## config.mk

```make
export PLATFORM = sky130hd
export DESIGN_NAME = uart_burst_loader
export DESIGN_NICKNAME = d
export VERILOG_FILES = /design/src/rtl/uart_loader_pkg.sv /design/src/rtl/uart_loader_ser.sv /design/src/rtl/uart_burst_loader.sv
export SDC_FILE = /design/constraint.sdc
export NUM_CORES = 1
export LEC_CHECK = 0
export CORE_MARGIN = 8
export CORE_UTILIZATION = 45
export DETAILED_ROUTE_END_ITERATION = 8
export GPL_ROUTABILITY_DRIVEN = 0
export PLACE_DENSITY = 0.7
export SYNTH_ARGS = -nofsm -noshare
export SYNTH_HDL_FRONTEND = slang
export SYNTH_SLANG_ARGS = --single-unit
```

## constraint.sdc

```tcl
create_clock -name clk -period 7.2 [get_ports clk]
set_input_delay 2.16 -clock clk [delete_from_list [all_inputs] [get_ports clk]]
set_output_delay 2.16 -clock clk [all_outputs]
set_load 0.02 [all_outputs]
```

## src/rtl/uart_loader_pkg.sv

```systemverilog
// ============================================================================
// Module : uart_loader_pkg
// Brief  : Shared types, default command bytes and sizing helpers for the loader.
// Rev    : 1.0
// ============================================================================
`default_nettype none

package uart_loader_pkg;

    typedef enum logic [2:0] {
        ST_IDLE    = 3'd0,
        ST_ADDR    = 3'd1,
        ST_WDATA   = 3'd2,
        ST_FETCH   = 3'd3,
        ST_RD_REQ  = 3'd4,
        ST_RD_WAIT = 3'd5,
        ST_RD_SEND = 3'd6
    } state_e;

    localparam logic [7:0] CMD_WRITE_DEF = 8'h02;
    localparam logic [7:0] CMD_READ_DEF  = 8'h0B;
    localparam logic [7:0] CMD_FETCH_DEF = 8'h01;

    // Byte count of a bus field (address or data word).
    function automatic int bytes_in(input int width);
        return width / 8;
    endfunction

endpackage

`default_nettype wire

```

## src/rtl/uart_loader_ser.sv

```systemverilog
// ============================================================================
// Module : uart_loader_ser
// Brief  : Loads one data word and emits it MSB-first as valid/ready bytes.
// Rev    : 1.0
// ============================================================================
`default_nettype none

module uart_loader_ser
    import uart_loader_pkg::*;
#(
    parameter int DATA_W = 32
) (
    input  logic              clk,
    input  logic              reset,
    input  logic              load_i,
    input  logic [DATA_W-1:0] word_i,
    input  logic              tx_ready_i,
    output logic              tx_valid_o,
    output logic [7:0]        tx_data_o,
    output logic              done_o
);

    localparam int NB   = bytes_in(DATA_W);
    localparam int CN_W = $clog2(NB + 1);

    logic [DATA_W-1:0] sh_q;
    logic [CN_W-1:0]   cnt_q;
    logic              act_q;
    logic              xfer;

    assign xfer       = act_q && tx_ready_i;
    assign tx_valid_o = act_q;
    assign tx_data_o  = sh_q[DATA_W-1 -: 8];
    assign done_o     = xfer && (cnt_q == CN_W'(NB - 1));

    always_ff @(posedge clk or posedge reset) begin
        if (reset) begin
            sh_q  <= '0;
            cnt_q <= '0;
            act_q <= 1'b0;
        end else if (load_i) begin
            sh_q  <= word_i;
            cnt_q <= '0;
            act_q <= 1'b1;
        end else if (xfer) begin
            sh_q  <= sh_q << 8;
            cnt_q <= cnt_q + 1'b1;
            if (done_o) begin
                act_q <= 1'b0;
            end
        end
    end

endmodule

`default_nettype wire

```

## src/rtl/uart_burst_loader.sv

```systemverilog
// ============================================================================
// Module : uart_burst_loader
// Brief  : Parses UART command frames into burst writes/reads on a req/gnt bus.
// Rev    : 1.0
// ============================================================================
`default_nettype none

module uart_burst_loader
    import uart_loader_pkg::*;
#(
    parameter int         ADDR_W         = 32,
    parameter int         DATA_W         = 32,
    parameter int         BURST_WORDS    = 4,
    parameter int         TIMEOUT_CYCLES = 100000,
    parameter logic [7:0] CMD_WRITE      = CMD_WRITE_DEF,
    parameter logic [7:0] CMD_READ       = CMD_READ_DEF,
    parameter logic [7:0] CMD_FETCH      = CMD_FETCH_DEF
) (
    input  logic                clk,
    input  logic                reset,
    input  logic                rx_valid_i,
    input  logic [7:0]          rx_data_i,
    output logic                tx_valid_o,
    output logic [7:0]          tx_data_o,
    input  logic                tx_ready_i,
    output logic                mem_req_o,
    input  logic                mem_gnt_i,
    output logic                mem_we_o,
    output logic [ADDR_W-1:0]   mem_addr_o,
    output logic [DATA_W/8-1:0] mem_be_o,
    output logic [DATA_W-1:0]   mem_wdata_o,
    input  logic                mem_rvalid_i,
    input  logic [DATA_W-1:0]   mem_rdata_i,
    output logic                fetch_en_o,
    output logic                busy_o,
    output logic                err_o,
    output logic                overrun_o
);

    localparam int NB   = bytes_in(DATA_W);
    localparam int AB   = bytes_in(ADDR_W);
    localparam int BC_W = $clog2(((AB > NB) ? AB : NB) + 1);
    localparam int WC_W = $clog2(BURST_WORDS + 1);
    localparam int TC_W = $clog2(TIMEOUT_CYCLES + 1);

    state_e            state_q, state_d;
    logic [ADDR_W-1:0] addr_q, haddr_q;
    logic [DATA_W-1:0] wbuf_q, hdata_q;
    logic [BC_W-1:0]   bcnt_q;
    logic [WC_W-1:0]   wcnt_q;
    logic [TC_W-1:0]   tmo_q;
    logic              is_rd_q, wr_pend_q, err_q, ovr_q, fetch_q;

    logic              cmd_burst, addr_last, byte_last, word_last;
    logic              timed, tmo_hit, ser_load, ser_done;
    logic [DATA_W-1:0] word_next;

    assign cmd_burst = (rx_data_i == CMD_WRITE) || (rx_data_i == CMD_READ);
    assign addr_last = (bcnt_q == BC_W'(AB - 1));
    assign byte_last = (bcnt_q == BC_W'(NB - 1));
    assign word_last = (wcnt_q == WC_W'(BURST_WORDS - 1));
    assign timed     = (state_q == ST_ADDR) || (state_q == ST_WDATA) || (state_q == ST_FETCH);
    assign tmo_hit   = timed && !rx_valid_i && (tmo_q == TC_W'(TIMEOUT_CYCLES - 1));
    assign word_next = (wbuf_q << 8) | DATA_W'(rx_data_i);
    assign ser_load  = (state_q == ST_RD_WAIT) && mem_rvalid_i;

    always_ff @(posedge clk or posedge reset) begin
        if (reset) begin
            state_q <= ST_IDLE;
        end else begin
            state_q <= state_d;
        end
    end

    always_comb begin
        state_d = state_q;
        case (state_q)
            ST_IDLE: begin
                if (rx_valid_i && cmd_burst) begin
                    state_d = ST_ADDR;
                end else if (rx_valid_i && (rx_data_i == CMD_FETCH)) begin
                    state_d = ST_FETCH;
                end
            end
            ST_ADDR: begin
                if (tmo_hit) begin
                    state_d = ST_IDLE;
                end else if (rx_valid_i && addr_last) begin
                    state_d = is_rd_q ? ST_RD_REQ : ST_WDATA;
                end
            end
            ST_WDATA: begin
                if (tmo_hit || (rx_valid_i && byte_last && word_last)) begin
                    state_d = ST_IDLE;
                end
            end
            ST_FETCH: begin
                if (tmo_hit || rx_valid_i) begin
                    state_d = ST_IDLE;
                end
            end
            ST_RD_REQ: begin
                if (!wr_pend_q && mem_gnt_i) begin
                    state_d = ST_RD_WAIT;
                end
            end
            ST_RD_WAIT: begin
                if (mem_rvalid_i) begin
                    state_d = ST_RD_SEND;
                end
            end
            ST_RD_SEND: begin
                if (ser_done) begin
                    state_d = word_last ? ST_IDLE : ST_RD_REQ;
                end
            end
            default: state_d = ST_IDLE;
        endcase
    end

    // A pending write owns the bus; reads only request once it has drained.
    always_comb begin
        mem_req_o   = wr_pend_q || ((state_q == ST_RD_REQ) && !wr_pend_q);
        mem_we_o    = wr_pend_q;
        mem_addr_o  = wr_pend_q ? haddr_q : addr_q;
        mem_wdata_o = hdata_q;
        mem_be_o    = '1;
        busy_o      = (state_q != ST_IDLE) || wr_pend_q;
        err_o       = err_q;
        overrun_o   = ovr_q;
        fetch_en_o  = fetch_q;
    end

    always_ff @(posedge clk or posedge reset) begin
        if (reset) begin
            addr_q    <= '0;
            haddr_q   <= '0;
            wbuf_q    <= '0;
            hdata_q   <= '0;
            bcnt_q    <= '0;
            wcnt_q    <= '0;
            tmo_q     <= '0;
            is_rd_q   <= 1'b0;
            wr_pend_q <= 1'b0;
            err_q     <= 1'b0;
            ovr_q     <= 1'b0;
            fetch_q   <= 1'b0;
        end else begin
            tmo_q <= (timed && !rx_valid_i && !tmo_hit) ? tmo_q + 1'b1 : '0;
            if (wr_pend_q && mem_gnt_i) begin
                wr_pend_q <= 1'b0;
            end
            if (tmo_hit) begin
                err_q  <= 1'b1;
                bcnt_q <= '0;
                wbuf_q <= '0;
            end
            if (rx_valid_i) begin
                case (state_q)
                    ST_IDLE: begin
                        if (cmd_burst) begin
                            is_rd_q <= (rx_data_i == CMD_READ);
                            bcnt_q  <= '0;
                            wcnt_q  <= '0;
                        end else if (rx_data_i != CMD_FETCH) begin
                            err_q <= 1'b1;
                        end
                    end
                    ST_ADDR: begin
                        addr_q <= (addr_q << 8) | ADDR_W'(rx_data_i);
                        bcnt_q <= addr_last ? '0 : bcnt_q + 1'b1;
                    end
                    ST_WDATA: begin
                        wbuf_q <= word_next;
                        bcnt_q <= byte_last ? '0 : bcnt_q + 1'b1;
                        if (byte_last) begin
                            addr_q <= addr_q + ADDR_W'(NB);
                            wcnt_q <= wcnt_q + 1'b1;
                            // A grant in this same cycle frees the holding register.
                            if (wr_pend_q && !mem_gnt_i) begin
                                ovr_q <= 1'b1;
                            end else begin
                                haddr_q   <= addr_q;
                                hdata_q   <= word_next;
                                wr_pend_q <= 1'b1;
                            end
                        end
                    end
                    ST_FETCH: fetch_q <= rx_data_i[0];
                    default:  err_q   <= 1'b1;
                endcase
            end
            if ((state_q == ST_RD_SEND) && ser_done) begin
                addr_q <= addr_q + ADDR_W'(NB);
                wcnt_q <= wcnt_q + 1'b1;
            end
        end
    end

    uart_loader_ser #(
        .DATA_W (DATA_W)
    ) u_ser (
        .clk        (clk),
        .reset      (reset),
        .load_i     (ser_load),
        .word_i     (mem_rdata_i),
        .tx_ready_i (tx_ready_i),
        .tx_valid_o (tx_valid_o),
        .tx_data_o  (tx_data_o),
        .done_o     (ser_done)
    );

endmodule

`default_nettype wire
```

==> results of run 1 <==
## worst min-delay path: stages, from the launching register on
cell and delay [ns]:
sky130_fd_sc_hd__dfrtp_1 0.36, sky130_fd_sc_hd__nor2_1 0.05, sky130_fd_sc_hd__nand2_1 0.05
## stage by stage
step | instances | utilization | hold WS (ns) | power [mW]
final | 1248 | 0.550 | 0.486 | 4.14
after floorplan | 886 | - | 0.450 | 2.65
after global routing | 1248 | 0.550 | 0.506 | 4.40
after global placement | 1216 | 0.521 | 0.458 | 3.18
after CTS | 1248 | 0.550 | 0.491 | 4.17
after detailed placement | 1216 | 0.521 | 0.461 | 3.22
## area by class of cell
| type | count | area (um^2) |
|---|---|---|
| Clock buffer | 19 | 433 |
| Clock inverter | 13 | 156 |
| Fill cell | 1769 | 9070 |
| Inverter | 11 | 45.0 |
| Multi-Input combinational cell | 618 | 4150 |
| Sequential cell | 187 | 4680 |
| Tap cell | 270 | 338 |
| Timing Repair Buffer | 130 | 1300 |
## cells in the mapped netlist, types with 6 or more instances
cell type and count:
sky130_fd_sc_hd__nor2_1 44, sky130_fd_sc_hd__buf_4 15, sky130_fd_sc_hd__xnor2_1 8, sky130_fd_sc_hd__nor4_1 6
sky130_fd_sc_hd__inv_1 11, sky130_fd_sc_hd__nand3_1 37, sky130_fd_sc_hd__a21oi_1 34, sky130_fd_sc_hd__dfrtp_1 187
sky130_fd_sc_hd__and3_1 6, sky130_fd_sc_hd__o21ai_0 77, sky130_fd_sc_hd__nand4_1 11, sky130_fd_sc_hd__xor2_1 10
sky130_fd_sc_hd__mux2_1 25, sky130_fd_sc_hd__a2bb2oi_1 6, sky130_fd_sc_hd__buf_2 20, sky130_fd_sc_hd__ha_1 7
sky130_fd_sc_hd__mux2_2 71, sky130_fd_sc_hd__o22ai_1 11, sky130_fd_sc_hd__nand2_1 138, sky130_fd_sc_hd__mux2i_1 24
sky130_fd_sc_hd__nor3_1 6, sky130_fd_sc_hd__clkbuf_1 28
## registers in the layout, indices dropped and copies added, names as in the netlist, 3 cells and up
register	flops
u_ser.sh_q	32
wcnt_q	3
u_ser.cnt_q	3
state_q	3
addr_q	32
bcnt_q	3
wbuf_q	24
mem_wdata_o	32
haddr_q	32
tmo_q	17
## kinds of logic after synthesis
logic type / share of synthesized area
and+or+nand+nor: 0.155
DFF: 0.508
AOI/OAI and AO/OA: 0.123
muxes: 0.144
buffers and inverters: 0.0436
xor gates and xnor gates: 0.0171
adders and majority gates: 0.00952
other: 0.000407
## worst paths after layout
kind,startpoint,endpoint
min in group asynchronous,reset,mem_wdata_o[28]
hold / removal,err_o,err_o
hold reg to reg,err_o,err_o
setup / recovery,rx_valid_i,mem_wdata_o[15]
setup reg to reg,state_q[2],mem_wdata_o[15]
max in group asynchronous,reset,u_ser.sh_q[30]
## where the power goes
part	total [mW]	leakage [nW]	internal, mW	switching, mW
Sequential	1.71	2.47	1.38	0.337
Clock	0.942	0.284	0.494	0.448
Combinational	1.48	2.17	0.713	0.769
Total	4.14	4.93	2.58	1.55
## layer usage
| layer | wire length [um] | track usage | vias up |
|---|---|---|---|
| met2 | 10300 | 0.274 | 175 |
| li1 | - | - | 3294 |
| met4 | 224 | 0.0476 | 0 |
| met5 | 0 | 0 | - |
| met3 | 989 | 0.0406 | 19 |
| met1 | 9570 | 0.224 | 3382 |
==> run metrics, run 1 <==
area growth from synthesis to layout=20.6%; maxcap violations=0; Core Rows=52; wire length of the first global-routing pass=between 30,000 and 40,000 um; post-place instance area=10,500 um^2; ANT nets after route=0; most common cell after layout, fill and taps aside=sky130_fd_sc_hd__dfrtp_1; number of flip-flops and latches in the synthesized netlist=around 190; placement-stage worst setup slack=1.91 ns; pin count of the biggest net entering global routing=approximately 190; number of global-route vias before repair=roughly 6,800; cell family with the largest share of critical-path delay=simple AND/OR/NAND/NOR gates; first-iteration detailed-routing DRC count=582; number of instances resized during post-cts repair=0; Setup Viol. Count Final=0; Inserted Diodes=0; longest individual stage delay on the worst path=around 0.83 ns; wire length per cell after detailed routing=about 17 um; worst slew margin relative to its limit=0.305; die area=25,300 um^2; count of distinct cell types in the synthesized netlist=70; Synth async-reset ratio=1.00; # IOs=129; number of buffers created by CTS=17; total number of nets in the final design=~1,000; cell count after synthesis=a little under 900; final count of pins violating max slew=0; number of input and output port buffers inserted=roughly 120; Post-synth EDFFs=0; reg2reg setup slack=4.13 ns; top area cells in the synthesized netlist=sky130_fd_sc_hd__dfrtp_1 (51%), sky130_fd_sc_hd__mux2_2 (8.7%), sky130_fd_sc_hd__nand2_1 (5.6%); effective utilization at floorplan=0.456; worst-path cell with the longest stage delay=sky130_fd_sc_hd__and2_1; total track usage=0.170; top library cells by usage in the layout, fill and taps aside=sky130_fd_sc_hd__dfrtp_1 (187), sky130_fd_sc_hd__nand2_1 (137), sky130_fd_sc_hd__clkdlybuf4s50_1 (124), sky130_fd_sc_hd__o21ai_0 (77), sky130_fd_sc_hd__mux2_2 (71); maximum frequency from static timing analysis=about 200 MHz; DR pass1 iterations=5; outcome=finished, final reports clean; remaining design rule violation count=0; Power Density=approximately 370 nW/um^2; final design area excluding fillers=around 11,000 um^2; worst setup skew after layout=about 0.012 ns; measured slew at the worst slew-check pin=around 1.0 ns; CTS tree=done; worst hold stages=2; post-detailed-placement half-perimeter wirelength=approximately 14,000 um; drt total wl=21,100 um; setup repair after global routing missed its margin=no; Crit. path cell count=6; Final Cycle Share=0.682; VDD IR max=0.000182 V; setup slack after layout=2.29 ns; number of sinks on the clock net=187; gr ovfl total=0; Core Area=20,200 um^2; worst path bufs/invs=2; total setup buffers inserted after CTS=0; antenna violations before repair=0; die outline width=159 um; via/cell ratio=approximately 5.5; static leakage power=~5 nW; Post-Synthesis Mean Instance Area=10.4 um^2; minimum clock period=4.91 ns; clock root buffer=sky130_fd_sc_hd__clkbuf_16; data arrival time of the worst path=between 5 and 6 ns; yosys synthesis warning count=0; total vias in the final route=6,870; critical path, cell by cell=clkdlybuf4s50_1 -> nor2b_1 -> and2_1 -> nand3_2 -> buf_4 -> mux2_1; hold-fix buffers at CTS=0; element type at the critical path start=primary input; CP Class=in -> reg; register clock-pin slew on the reported worst setup and hold paths=~0.07 ns; worst hold path type=reg -> reg; Worst-Skew Late Latency=between 0.4 and 0.5 ns; area of the mapped netlist=9200 um^2; dominant cell type by area after synthesis=sky130_fd_sc_hd__dfrtp_1; sequential-to-total area share from yosys stat=0.508; number of cells on the worst reg-to-reg path=5; Max H-tree Level=4; setup TNS=0 ns; fraction of layout cells with a size suffix above 1=0.139; number of buffers between clock root and the deepest sink=2; required time of the worst setup path=around 7.5 ns; vertical extent of the die=approximately 160 um; Main synth FF type=sky130_fd_sc_hd__dfrtp_1; final number of hold-violating endpoints=0; area share of the largest cell type after synthesis=0.508; largest fanout on the critical path=67; Setup crit end kind=register
(Power assumes the default switching activity.)
==> run 2, diff against run 1 <==
--- a/config.mk
+++ b/config.mk
@@ -9,7 +9,7 @@
 export CORE_UTILIZATION = 45
 export DETAILED_ROUTE_END_ITERATION = 8
 export GPL_ROUTABILITY_DRIVEN = 0
-export PLACE_DENSITY = 0.7
+export PLACE_DENSITY = 0.68
 export SYNTH_ARGS = -nofsm -noshare
 export SYNTH_HDL_FRONTEND = slang
 export SYNTH_SLANG_ARGS = --single-unit
==> constraint.sdc (replaced) <==
create_clock -name clk -period 5.1 [get_ports clk]
set_input_delay 1.53 -clock clk [delete_from_list [all_inputs] [get_ports clk]]
set_output_delay 1.53 -clock clk [all_outputs]
set_load 0.02 [all_outputs]
==> run 2 against run 1 <==
Critical path depth shrank 3. Routed wire length shrank 2.0%. First-iteration DRC count shrank 5.2%. Flip-flop and latch count is the same. Via count shrank 1.1%. Sequential power grew 41%. Die area is the same. Design area is essentially flat. Count of clock-buffer cells in the layout is the same. Global-route usage shrank 0.46 points. Combinational power grew 43%. Largest cell class unchanged.
==> run metrics, run 2 (synthesis results as in run 1) <==
Final Cycle Share=0.807; number of buffers created by CTS=17; minimum clock period=~4 ns; reg2reg end=haddr_q[13]; remaining design rule violation count=0; drt total wl=20,700 um; worst slew margin relative to its limit=0.303; area growth from synthesis to layout=20.7%; hold-fix buffers at CTS=0; total track usage=0.165; Setup Viol. Count Final=0; measured slew at the worst slew-check pin=between 1 and 1.5 ns; total vias in the final route=approximately 6,800; die outline width=159 um; DR pass1 iterations=5; via/cell ratio=5.43; largest fanout on the critical path=23; Inserted Diodes=0; critical path, cell by cell=buf_4 -> mux2_2 -> clkdlybuf4s50_1; outcome=finished, final reports clean; vertical extent of the die=roughly 160 um; Worst-Skew Late Latency=~0.43 ns; longest individual stage delay on the worst path=0.77 ns; number of cells on the worst reg-to-reg path=5; effective utilization at floorplan=0.456; wire length of the first global-routing pass=approximately 35,000 um; Setup crit end kind=output pin; final design area excluding fillers=between 10,000 and 15,000 um^2; VDD IR max=0.000290 V; post-detailed-placement half-perimeter wirelength=around 14,000 um; required time of the worst setup path=about 3.6 ns; gr ovfl total=0; ANT nets after route=0; wire length per cell after detailed routing=16.5 um; maximum frequency from static timing analysis=around 240 MHz; # IOs=~130; number of sinks on the clock net=roughly 190; number of global-route vias before repair=approximately 6,700; maxcap violations=0; pin count of the biggest net entering global routing=188; clock root buffer=sky130_fd_sc_hd__clkbuf_16; fraction of layout cells with a size suffix above 1=0.143; startpoint of the most critical setup path=mem_we_o; total number of nets in the final design=roughly 1,000; worst-path cell with the longest stage delay=sky130_fd_sc_hd__dfrtp_1; first-iteration detailed-routing DRC count=552; setup repair after global routing missed its margin=no; critical path endpoint=mem_addr_o[0]; top library cells by usage in the layout, fill and taps aside=sky130_fd_sc_hd__dfrtp_1 (187), sky130_fd_sc_hd__nand2_1 (137), sky130_fd_sc_hd__clkdlybuf4s50_1 (124), sky130_fd_sc_hd__o21ai_0 (77), sky130_fd_sc_hd__mux2_2 (71); reg2reg setup slack=about 2.3 ns; element type at the critical path start=register; die area=around 25,000 um^2; setup TNS=0 ns; Power Density=521 nW/um^2; Core Area=just over 20,000 um^2; final number of hold-violating endpoints=0; number of buffers between clock root and the deepest sink=2; Max H-tree Level=4; final count of pins violating max slew=0; R2R Path Start=mem_we_o; data arrival time of the worst path=around 2.6 ns; number of fillers in the final layout=1,818; register clock-pin slew on the reported worst setup and hold paths=about 0.070 ns; antenna violations before repair=0; Core Rows=52; CTS tree=done; total setup buffers inserted after CTS=0; static leakage power=4.93 nW; post-place instance area=10,500 um^2; most common cell after layout, fill and taps aside=sky130_fd_sc_hd__dfrtp_1; number of input and output port buffers inserted=between 100 and 150; number of instances resized during post-cts repair=0; worst hold path type=reg -> reg; worst setup skew after layout=about 0.014 ns; CP Class=reg -> out
## run 2: area by class of cell
| type | instances | area, um^2 | share of cell area |
|---|---|---|---|
| clock buffers | 19 | 433 | 0.0390 |
| clock inverters | 13 | 129 | 0.0116 |
| inverters | 11 | 45.0 | 0.00406 |
| multi-input cells | 618 | 4150 | 0.374 |
| flip-flops and latches | 187 | 4680 | 0.421 |
| well taps | 270 | 338 | 0.0304 |
| repair buffers | 134 | 1330 | 0.120 |
## run 2: stage by stage
| step | power, mW | std cells | hold WS (ns) | util | worst slack (ns) |
|---|---|---|---|---|---|
| 2_1_floorplan | 3.74 | 886 | 0.450 | - | 1.16 |
| 3_3_place_gp | 4.51 | 1220 | 0.455 | 0.523 | 1.08 |
| 3_5_place_dp | 4.56 | 1220 | 0.471 | 0.523 | 1.05 |
| 4_1_cts | 5.83 | 1252 | 0.487 | 0.550 | 0.942 |
| 5_1_grt | 6.16 | 1252 | 0.508 | 0.550 | 0.873 |
| 6_report | 5.79 | 1252 | 0.486 | 0.550 | 0.982 |
## run 2: worst min path at each step
stage / from / end / slack (ns) / cells after the start
floorplan: haddr_q[26] / haddr_q[26] / 0.45 / 2
global placement: err_o / err_o / 0.46 / 2
detailed placement: haddr_q[26] / haddr_q[26] / 0.47 / 2
CTS: haddr_q[26] / haddr_q[26] / 0.49 / 2
global route: tmo_q[0] / tmo_q[0] / 0.51 / 1
finish: haddr_q[26] / haddr_q[26] / 0.49 / 2
## run 2: worst max-delay path, delay by kind of cell, from the launching register on
kind | cells | cell delay [ns]
flops | 1 | 0.77
mux | 1 | 0.38
buf+inv | 2 | 1.00
## run 2: where the power goes
part           leakage (nW)  internal (mW)  switching, mW
sequential             2.47           1.94          0.471
clock                 0.267          0.646          0.613
combinational          2.19           1.02           1.10
total                  4.93           3.60           2.18
## run 2: routing by layer
| metal | vias up | routed length [um] | track usage | part of all wire |
|---|---|---|---|---|
| met2 | 154 | 9880 | 0.259 | 0.48 |
| met1 | 3330 | 9800 | 0.231 | 0.47 |
| met4 | 0 | 167 | 0.0395 | 0.0081 |
| met3 | 14 | 842 | 0.0341 | 0.041 |
| met5 | - | 0 | 0 | 0 |
| li1 | 3297 | - | - | - |
